### src/rtl/i2f_pkg.sv
// rtl/i2f_pkg.sv - shared constants and binary32 layout for the int->fp32 converter
package i2f_pkg;

    localparam int FP32_BIAS   = 127;
    localparam int I2F_EXP_OFS = FP32_BIAS + 31;
    localparam int FP32_FRAC_W = 23;
    localparam int FP32_EXP_W  = 8;

    typedef struct packed {
        logic                   sign;
        logic [FP32_EXP_W-1:0]  exp;
        logic [FP32_FRAC_W-1:0] frac;
    } fp32_t;

endpackage

### src/rtl/lzc32.sv
// rtl/lzc32.sv - combinational 32-bit leading-zero counter, 32 for an all-zero word
module lzc32 (
    input  logic [31:0] data_i,
    output logic [5:0]  lz_o
);

    // Ascending scan so the highest set bit is the last (and winning) assignment.
    always_comb begin
        lz_o = 6'd32;
        for (int i = 0; i < 32; i++) begin
            if (data_i[i]) begin
                lz_o = 6'(31 - i);
            end
        end
    end

endmodule

### src/rtl/int_to_float_fp32.sv
// rtl/int_to_float_fp32.sv - 5-stage int32 -> binary32 converter; I2F_ROUND_RNE_EN selects RNE over truncation
module int_to_float_fp32
    import i2f_pkg::*;
#(
    parameter bit SIGNED = 1'b1
) (
    input  logic        clk,
    input  logic        rst,
    input  logic        en,
    input  logic        in_valid,
    input  logic [31:0] in_data,
    output logic        out_valid,
    output logic [31:0] out_data
);

    // Truncation never looks below the kept fraction, so those bits are not carried into S3.
`ifdef I2F_ROUND_RNE_EN
    localparam int NORM_LSB = 0;
`else
    localparam int NORM_LSB = 8;
`endif
    localparam int NORM_W = 31 - NORM_LSB;

    // Sampling register: the operand captured on an enabled edge.
    logic        v0_q;
    logic [31:0] data0_q;
    // S1: sign / magnitude
    logic        v1_q, sign1_q, sign1_d;
    logic [31:0] mag1_q, mag1_d;
    // S2: leading-zero count
    logic        v2_q, sign2_q, zero2_q;
    logic [31:0] mag2_q;
    logic [5:0]  lz2_q, lz2_d;
    // S3: normalise; the implicit leading one (bit 31) is dropped
    logic              v3_q, sign3_q, zero3_q;
    logic [30:NORM_LSB] norm3_q;
    logic [NORM_W-1:0]  norm3_d;
    logic [7:0]         exp3_q, exp3_d;
    // S4: round
    logic        v4_q, sign4_q, zero4_q;
    logic [7:0]  exp4_q, exp4_d;
    logic [22:0] frac4_q, frac4_d;
    // S5: packed result
    logic        out_valid_q;
    fp32_t       out_q, out_d;

    lzc32 u_lzc (
        .data_i (mag1_q),
        .lz_o   (lz2_d)
    );

    // Per-stage datapath between the pipeline registers.
    always_comb begin
        sign1_d = SIGNED & data0_q[31];
        mag1_d  = sign1_d ? (32'd0 - data0_q) : data0_q;

        norm3_d = NORM_W'((mag2_q << lz2_q) >> NORM_LSB);
        exp3_d  = 8'(I2F_EXP_OFS - int'(lz2_q));

`ifdef I2F_ROUND_RNE_EN
        begin
            logic        round_up;
            logic [23:0] frac_sum;
            round_up = norm3_q[7] & ((|norm3_q[6:0]) | norm3_q[8]);
            frac_sum = {1'b0, norm3_q[30:8]} + 24'(round_up);
            frac4_d  = frac_sum[22:0];
            exp4_d   = exp3_q + 8'(frac_sum[23]);
        end
`else
        frac4_d = norm3_q[30:8];
        exp4_d  = exp3_q;
`endif

        out_d = '0;
        if (!zero4_q) begin
            out_d.sign = sign4_q;
            out_d.exp  = exp4_q;
            out_d.frac = frac4_q;
        end
    end

    // Pipeline registers: reset clears everything, en=0 freezes every stage.
    always_ff @(posedge clk) begin
        if (rst) begin
            v0_q        <= 1'b0;
            data0_q     <= '0;
            v1_q        <= 1'b0;
            sign1_q     <= 1'b0;
            mag1_q      <= '0;
            v2_q        <= 1'b0;
            sign2_q     <= 1'b0;
            zero2_q     <= 1'b0;
            mag2_q      <= '0;
            lz2_q       <= '0;
            v3_q        <= 1'b0;
            sign3_q     <= 1'b0;
            zero3_q     <= 1'b0;
            norm3_q     <= '0;
            exp3_q      <= '0;
            v4_q        <= 1'b0;
            sign4_q     <= 1'b0;
            zero4_q     <= 1'b0;
            exp4_q      <= '0;
            frac4_q     <= '0;
            out_valid_q <= 1'b0;
            out_q       <= '0;
        end else if (en) begin
            v0_q        <= in_valid;
            data0_q     <= in_data;
            v1_q        <= v0_q;
            sign1_q     <= sign1_d;
            mag1_q      <= mag1_d;
            v2_q        <= v1_q;
            sign2_q     <= sign1_q;
            zero2_q     <= (mag1_q == 32'd0);
            mag2_q      <= mag1_q;
            lz2_q       <= lz2_d;
            v3_q        <= v2_q;
            sign3_q     <= sign2_q;
            zero3_q     <= zero2_q;
            norm3_q     <= norm3_d;
            exp3_q      <= exp3_d;
            v4_q        <= v3_q;
            sign4_q     <= sign3_q;
            zero4_q     <= zero3_q;
            exp4_q      <= exp4_d;
            frac4_q     <= frac4_d;
            out_valid_q <= v4_q;
            out_q       <= out_d;
        end
    end

    assign out_valid = out_valid_q;
    assign out_data  = out_q;

endmodule

### config.mk
export PLATFORM = sky130hd
export DESIGN_NAME = int_to_float_fp32
export DESIGN_NICKNAME = d
export VERILOG_FILES = /design/src/rtl/i2f_pkg.sv /design/src/rtl/lzc32.sv /design/src/rtl/int_to_float_fp32.sv
export SDC_FILE = /design/constraint.sdc
export NUM_CORES = 1
export LEC_CHECK = 0
export CORE_MARGIN = 3
export CORE_UTILIZATION = 35
export DETAILED_ROUTE_END_ITERATION = 8
export PLACE_DENSITY = 0.64
export SETUP_SLACK_MARGIN = 0.2
export SYNTH_ARGS = -nofsm -noshare
export SYNTH_HDL_FRONTEND = slang
export SYNTH_HIERARCHICAL = 1
export SYNTH_SLANG_ARGS = --single-unit
### constraint.sdc
create_clock -name clk -period 3.15 [get_ports clk]
set_clock_uncertainty 0.2 [all_clocks]
set_input_delay 0.315 -clock clk [delete_from_list [all_inputs] [get_ports clk]]
set_output_delay 0.315 -clock clk [all_outputs]
set_load 0.01 [all_outputs]
==> run summary <==
CTS tree - built
Fin Setup TNS - 0 ns
Worst Tran Pin Value - 1.120 ns
status - complete, no violations
# DRC - 0
fillcell total - 2,806
post-synthesis mux area share - 21.84%
die width - 175.1 um
initial antenna violation count - 0
cell row count - 61
Layout area overhead - 17.64%
post-CTS sizing - 0
first-pass GRT wire length - 40,870 um
total power - 6.503 mW
post-synthesis adder-cell area fraction - 0.2501%
proportion of layout cells with a drive suffix above 1 - 10.41%
WS Path Type - flip-flop to flip-flop
compound-gate portion of the synthesized area - 13.00%
DIE AREA - 30,660 um^2
XOR/XNOR Fraction of Synth Area - 2.276%
Vert. Die Dim - 175.1 um
Relative slew margins - 25.33%
overall routed net length - 24,900 um
DP Area - 11,000 um^2
clock buffer depth - 3
Finished Cell Area - 11,770 um^2
Post-synth EDFFs - 0
RR Endpoint - frac4_d[10]
Setup violations, final - 0
drt wl/cell - 16.58 um
largest net degree at the start of global routing - 84
max-slew violations - 0
crit path time final - 2.540 ns
main combinational cell family by area after synthesis - multiplexers
Peak Freq - 393.6 MHz
Core Area - 28,010 um^2
H-tree levels - 1
setup bufs post-CTS - 0
r2r startpoint - lz2_q[1]
Mapped Area - 10,010 um^2
largest area contributor in the netlist - dfxtp_1
Post-DRT Antenna Nets - 0
number of distinct library cells after synthesis - 62
Post-synth top cells - 233 x nor2_1, 208 x dfxtp_1, 143 x mux2i_1
cts hold-fix bufs - 1
Worst Path Required - 3.31 ns
crit-path max FO - 20
Simple-Gate Fraction of Synth Area - 16.78%
top-count cell post-synth - nor2_1
max_cap viols - 0
root buffer cell - clkbuf_16
syn avg cell area - 9.352 um^2
static leakage - 4.452 nW
CTS clk-pin slew, worst paths - 0.06 ns
Seq/Total Area, Yosys - 41.61%
WP data arrival - 2.70 ns
endpoints failing hold - 0
cell area power density - 552.4 nW/um^2
initial core utilization - 35.73%
Ys Warns - 6
async set-reset flop share out of synthesis - 0%
Critical path origin - lz2_q[1]
RSZ-0062 raised after global routing - false
Iter 0 DRT Violations - 587
first drt pass iteration count - 5
Critical Path End Type - flip-flop
Nets - 1,145
vias in the first global route - 7,554
Reg2Reg Depth - 4
synthesized flop and latch total - 208
Inserted Clock Buffers - 23
VDD IR-drop max - 0.0004422 V
Antenna Cells - 0
Synth Flop Type - dfxtp_1
synth top area cells - dfxtp_1 42%, mux2i_1 14%, nor2_1 8.7%
global route overflow - 0
I/O Buffers - 68
vias per inst - 5.316
Startpoint Class - flip-flop
# IOs - 69
Yosys top cell area share - 41.61%
gpl congestion - 0.8666
Hold Path Class - primary input to flip-flop
cells after synthesis - 1,070
Post-DP HPWL - 17,670 um
Tcrit/Tclk final - 80.65%
vias - 7,985
Synthesized Nets - 1,108
clk sink count - 208
worst skew pair latency - 0.51 ns
critical path endpoint - frac4_d[10]
gr usage total - 15.86%
reg-to-reg slack, setup - 0.61 ns
==> placed cells by master (no fill, tap or decap), types with 23 or more instances in the layout <==
cell / n
mux2i_1: 143
clkbuf_16: 23
clkdlybuf4s50_1: 66
nor2_1: 232
a211oi_1: 36
nand2_1: 44
dfxtp_1: 206
a22oi_1: 38
nor3_1: 23
a21oi_1: 26
mux4_2: 27
==> area by class of cell <==
cell class | instances | area [um^2] | share of cell area (%)
Clock buffer | 31 | 675.6 | 5.739
Clock inverter | 11 | 91.34 | 0.7759
Inverter | 17 | 63.81 | 0.5420
Multi-Input combinational cell | 765 | 5421 | 46.05
Sequential cell | 208 | 4167 | 35.39
Tap cell | 378 | 473.0 | 4.017
Timing Repair Buffer | 92 | 880.8 | 7.482
==> worst min path at each step <==
stage | depth (start not counted) | end | from
final | 5 | zero2_q | en
after global routing | 3 | data0_q[10] | in_data[10]
after CTS | 5 | zero2_q | en
after detailed placement | 2 | frac4_d[6] | frac4_d[6]
after global placement | 2 | frac4_d[6] | frac4_d[6]
after floorplan | 2 | frac4_d[6] | frac4_d[6]
==> per-layer routing <==
metal,vias up,wire length (um),GRT usage (%)
li1,3984,-,-
met1,3783,12110,22.26
met2,178,11140,25.72
met3,40,909,2.064
met4,0,738,4.388
met5,-,0,0
==> worst max-delay path: stages (launching register included) <==
cell	delay, ns
dfxtp_2	0.69
mux4_2	0.60
mux2_2	0.31
a221oi_1	0.49
nor3_1	0.09
==> power by group <==
| group | total, mW | leakage [nW] | switching [mW] | internal [mW] |
|---|---|---|---|---|
| sequential | 2.95 | 1.70 | 0.190 | 2.76 |
| clock | 2.65 | 0.378 | 1.07 | 1.59 |
| combinational | 0.903 | 2.37 | 0.479 | 0.424 |
==> stage by stage <==
stage	setup slack (ns)	hold slack (ns)	utilization, %	std cells
3_3_place_gp	0.5836	0.2417	39.25	1459
5_1_grt	0.3355	0.2109	42.03	1502
6_report	0.6096	0.1914	42.03	1502
4_1_cts	0.5528	0.1735	42.03	1502
3_5_place_dp	0.5778	0.2449	39.25	1459
2_1_floorplan	1.003	0.2281	-	1070
==> cells by family after synthesis <==
family          count (synthesis)
simple gates                  372
fa+ha+maj                       2
buf+inv                        97
xor+xnor                       26
mux                           183
compound gates                182
flops                         208
==> sequential cells by signal, summed over array words and instances, names as in the netlist, 6 cells and up <==
signal,cells
mag2_q,31
data0_q,32
out_data,32
lz2_q,6
mag1_q,32
exp3_q,8
frac4_d,23
exp4_q,8
frac4_q,23
No activity file was read; power rests on OpenSTA's default activity.
